## src/rtl/bram_fifo_ctrl.sv

```systemverilog
// FWFT FIFO controller around a dual-port block RAM; the RAM output register is the head stage.
// Latency: accepted word shows on m_data two cycles later when the output stage is free.
// Backpressure: s_ready comes from registered occupancy only, never combinationally from m_ready.
module bram_fifo_ctrl #(
    parameter int ADDR_WIDTH = 8,
    parameter int DATA_WIDTH = 16
) (
    input  logic                  clk,
    input  logic                  rst,
    input  logic                  s_valid,
    output logic                  s_ready,
    input  logic [DATA_WIDTH-1:0] s_data,
    output logic                  m_valid,
    input  logic                  m_ready,
    output logic [DATA_WIDTH-1:0] m_data,
    output logic                  ram_ena,
    output logic                  ram_wea,
    output logic [ADDR_WIDTH-1:0] ram_addra,
    output logic [DATA_WIDTH-1:0] ram_dia,
    output logic                  ram_enb,
    output logic [ADDR_WIDTH-1:0] ram_addrb,
    input  logic [DATA_WIDTH-1:0] ram_dob,
    output logic [ADDR_WIDTH:0]   count
);

    localparam logic [ADDR_WIDTH:0] DEPTH = {1'b1, {ADDR_WIDTH{1'b0}}};

    logic [ADDR_WIDTH-1:0] wr_ptr_q, wr_ptr_d;
    logic [ADDR_WIDTH-1:0] rd_ptr_q, rd_ptr_d;
    logic [ADDR_WIDTH:0]   ram_count_q, ram_count_d;
    logic                  m_valid_q, m_valid_d;
    logic                  wr, rd;

    // ram_count tracks committed words only, so a write never feeds a same-cycle read.
    always_comb begin
        s_ready     = (ram_count_q < DEPTH);
        wr          = s_valid & s_ready;
        rd          = (ram_count_q != '0) & (~m_valid_q | m_ready);
        wr_ptr_d    = wr_ptr_q;
        rd_ptr_d    = rd_ptr_q;
        ram_count_d = ram_count_q;
        m_valid_d   = m_valid_q;
        if (wr) begin
            wr_ptr_d = wr_ptr_q + 1'b1;
        end
        if (rd) begin
            rd_ptr_d = rd_ptr_q + 1'b1;
        end
        case ({wr, rd})
            2'b10:   ram_count_d = ram_count_q + 1'b1;
            2'b01:   ram_count_d = ram_count_q - 1'b1;
            default: ram_count_d = ram_count_q;
        endcase
        if (rd) begin
            m_valid_d = 1'b1;
        end else if (m_valid_q & m_ready) begin
            m_valid_d = 1'b0;
        end
    end

    always_ff @(posedge clk) begin
        if (rst) begin
            wr_ptr_q    <= '0;
            rd_ptr_q    <= '0;
            ram_count_q <= '0;
            m_valid_q   <= 1'b0;
        end else begin
            wr_ptr_q    <= wr_ptr_d;
            rd_ptr_q    <= rd_ptr_d;
            ram_count_q <= ram_count_d;
            m_valid_q   <= m_valid_d;
        end
    end

    assign ram_ena   = wr;
    assign ram_wea   = wr;
    assign ram_addra = wr_ptr_q;
    assign ram_dia   = s_data;
    assign ram_enb   = rd;
    assign ram_addrb = rd_ptr_q;
    assign m_valid   = m_valid_q;
    assign m_data    = ram_dob;
    assign count     = ram_count_q + {{ADDR_WIDTH{1'b0}}, m_valid_q};

endmodule

```

## config.mk

```make
export PLATFORM = sky130hd
export DESIGN_NAME = bram_fifo_ctrl
export DESIGN_NICKNAME = d
export VERILOG_FILES = /design/src/rtl/bram_fifo_ctrl.sv
export SDC_FILE = /design/constraint.sdc
export NUM_CORES = 1
export LEC_CHECK = 0
export ABC_AREA = 0
export BUFFER_PORTS_ARGS = -buffer_cell sky130_fd_sc_hd__buf_4
export CAP_MARGIN = 20
export CORE_MARGIN = 5
export CORE_UTILIZATION = 44
export CTS_CLUSTER_SIZE = 16
export DETAILED_ROUTE_END_ITERATION = 8
export PLACE_DENSITY = 0.81
export SLEW_MARGIN = 20
export SYNTH_ARGS = -nofsm -noshare
export SYNTH_HDL_FRONTEND = slang
export SYNTH_SLANG_ARGS = --single-unit
```

## constraint.sdc

```tcl
create_clock -name clk -period 3.2 [get_ports clk]
set_input_delay 0.32 -clock clk [delete_from_list [all_inputs] [get_ports clk]]
set_output_delay 0.32 -clock clk [all_outputs]
set_load 0.02 [all_outputs]
```

==> results.cfg <==
[timing]
post-route-period-util = 0.906
fin_tns_setup_ns = 0
drv_slew = 0
fin_crit_ns = 2.90
hold_ws_ns = 0.421
setup_viol = 0
slew_headroom = 0.644
max_freq_mhz = 345
rsz0062_at_grt = no
worst-slew-pin-transition_ns = 0.534
clock_skew_ns = 0.00211
hold_violations = 0

[min_path]
hp-class = in -> reg

[die]
die-area_um2 = 5330
io_pins = 98
rows = 22
die_h_um = 73.0
initial_core_util = 0.466
fp.dieW_um = 73.0
core_um2 = 3740

[yosys]
synth_top_area_cell = dfxtp_1
yosysSeqAreaShare = 0.298
synth.avg_cell_area_um2 = 8.56
syn-num-nets = 253
ys_ff_latch = 26
yosys_most_used_dff = dfxtp_1
syn_area_um2 = 1750
syn_inst = 204
synth_edf_count = 0
yosys_warnings = 0
synthTopCellsByArea = dfxtp_1, buf_4, ha_1
synth_cell_types = 34
async_flop_share = 0
synth_top_area_frac = 0.298

[final_layout]
n_fill_cell = 356
area.sequential_um2 = 520
fin_nets = 258
mostFrequentLayoutCells = buf_4, nor2_1, dfxtp_1
layout-drive-gt1-share = 0.226
multiInputGateArea_um2 = 953
area_delta_synth_final_pct = 8.03
insertedDiodeCount = 0
final_util = 0.504
final_common_cell = buf_4

[clocking]
clock_latency_ns = 0.26
cts_tree = built
cts.sink_count = 26
htreeDepth = 1
cts_root_buf = clkbuf_8
cts-buffers-inserted = 3
path_clk_slew_ns = 0.09
clock_path_buffers = 2

[drt]
wl_per_cell_um = 12.5
routed_wl_mm = 3.21
vias_per_cell = 5.04
drtAntennaViolNets = 0
firstDrtPassIters = 4
dr.first_iter.drc_count = 58
num_vias = 1291
drc = 0

[grt]
grt_max_degree = 33
grt-ovfl-total = 0
grt_pass1_vias = 1274
grt_util_all_layers = 0.125
antenna_found_initial = 0
grt_pass1_wl_mm = 5.55

[run_status]
status = finished clean

[power]
leakage_nw = 0.879
cellPowerDensity_nw_per_um2 = 880
max-vdd-ir-drop_mv = 0.434

[setup_path]
cp-start-kind = flip-flop
cp_slowest_cell = ha_1
cp-end-kind = flip-flop
path_buf_inv = 0
cp.required_ns = 3.36
critPathKind = reg -> reg
crit_family = simple AND/OR/NAND/NOR gates
slowest_delay_ns = 0.39
path_cells = nor4_2, a31oi_2, ha_1, ha_1, a21o_1, a31o_1, o21ai_1, or3b_1, mux2_4
cpMostUsedCell = ha_1
crit_fanout = 10
cp_data_arrival_time_ns = 3.06

[run]
maxCapViolations = 0

[placed_design]
io_buffer_count = 33
gp_congestion = 0.963
detailed_place_hpwl_mm = 2.51
[layer usage]
metal  share of wire  global-route usage  vias up
li1                -                   -      667
met1            0.47               0.163      575
met2            0.44               0.207       45
met3           0.083              0.0331        4
met4          0.0059              0.0287        0
met5               0                   0        -
[area by class of cell]
cell class / instances / share of cell area
sequential: 26 / 0.276
inverter: 3 / 0.00597
timing repair buffer: 38 / 0.151
clock buffer: 4 / 0.0292
tap: 48 / 0.0319
multi-input combinational: 137 / 0.506
[cell usage after synthesis, types with 2 or more instances]
cell,count
and3_1,4
buf_1,2
inv_1,3
o21ba_2,2
nand4_1,6
nor2b_1,2
a21oi_1,6
xor2_1,17
ha_1,12
nor3_1,5
buf_4,33
clkbuf_1,3
a21o_1,3
dfxtp_1,26
nand3_1,8
nand2_1,13
o21ai_0,3
nor2_1,27
xnor2_1,9
mux2i_1,6
[cells by family after synthesis]
kind of cell / Yosys count / synth area share
flip-flops: 26 / 0.298
buffers and inverters: 41 / 0.159
multiplexers: 7 / 0.0430
AND/OR/NAND/NOR: 71 / 0.194
AO/OA/AOI/OAI: 20 / 0.0774
XOR/XNOR: 26 / 0.130
adder cells (fa/ha/maj): 13 / 0.0975
[worst reg2reg max path, cell delays in order (launching register included)]
cell and delay [ns]:
dfxtp_1 0.38, nor4_2 0.37, a31oi_2 0.15, ha_1 0.35, ha_1 0.39, a21o_1 0.19, a31o_1 0.19, o21ai_1 0.10
or3b_1 0.37, mux2_4 0.30
[per-stage QoR]
stage	cells	power, mW	cell area, µm²	setup slack (ns)
final	256	1.66	1890	0.302
after floorplan	204	1.23	1750	0.0862
after global routing	256	1.80	1890	0.0782
after detailed placement	252	1.46	1820	0.203
after global placement	252	1.43	1820	0.284
after CTS	256	1.67	1880	0.186
[state kept, by name, summed over array words and instances, names as in the netlist]
signal and cells:
m_valid 1, ram_addra 8, ram_addrb 8, ram_count_q 9
[repair_timing]
action / 4_1_cts / 5_1_grt
setup endpoints to repair: 0 / 1
buffers inserted: 0 / 0
hold buffers: 0 / 0
hold endpoints to repair: 0 / 0
gates resized for setup: 0 / 1
[power by group]
group          leakage (nW)  switching (mW)  internal [mW]
Combinational         0.638           0.547          0.446
Clock                0.0288          0.0978          0.110
Sequential            0.212          0.0728          0.385
Total                 0.879           0.718          0.941
[path summary, 6_finish.rpt]
kind | slack (ns) | cells after the start | end | start
min reg2reg | 0.52 | 2 | ram_addrb[7] | ram_addrb[7]
max reg2reg | 0.30 | 9 | ram_count_q[8] | ram_count_q[4]
max | 0.30 | 9 | ram_count_q[8] | ram_count_q[4]
min | 0.42 | 2 | ram_addra[7] | rst
Power figures use the tool's default switching activity.
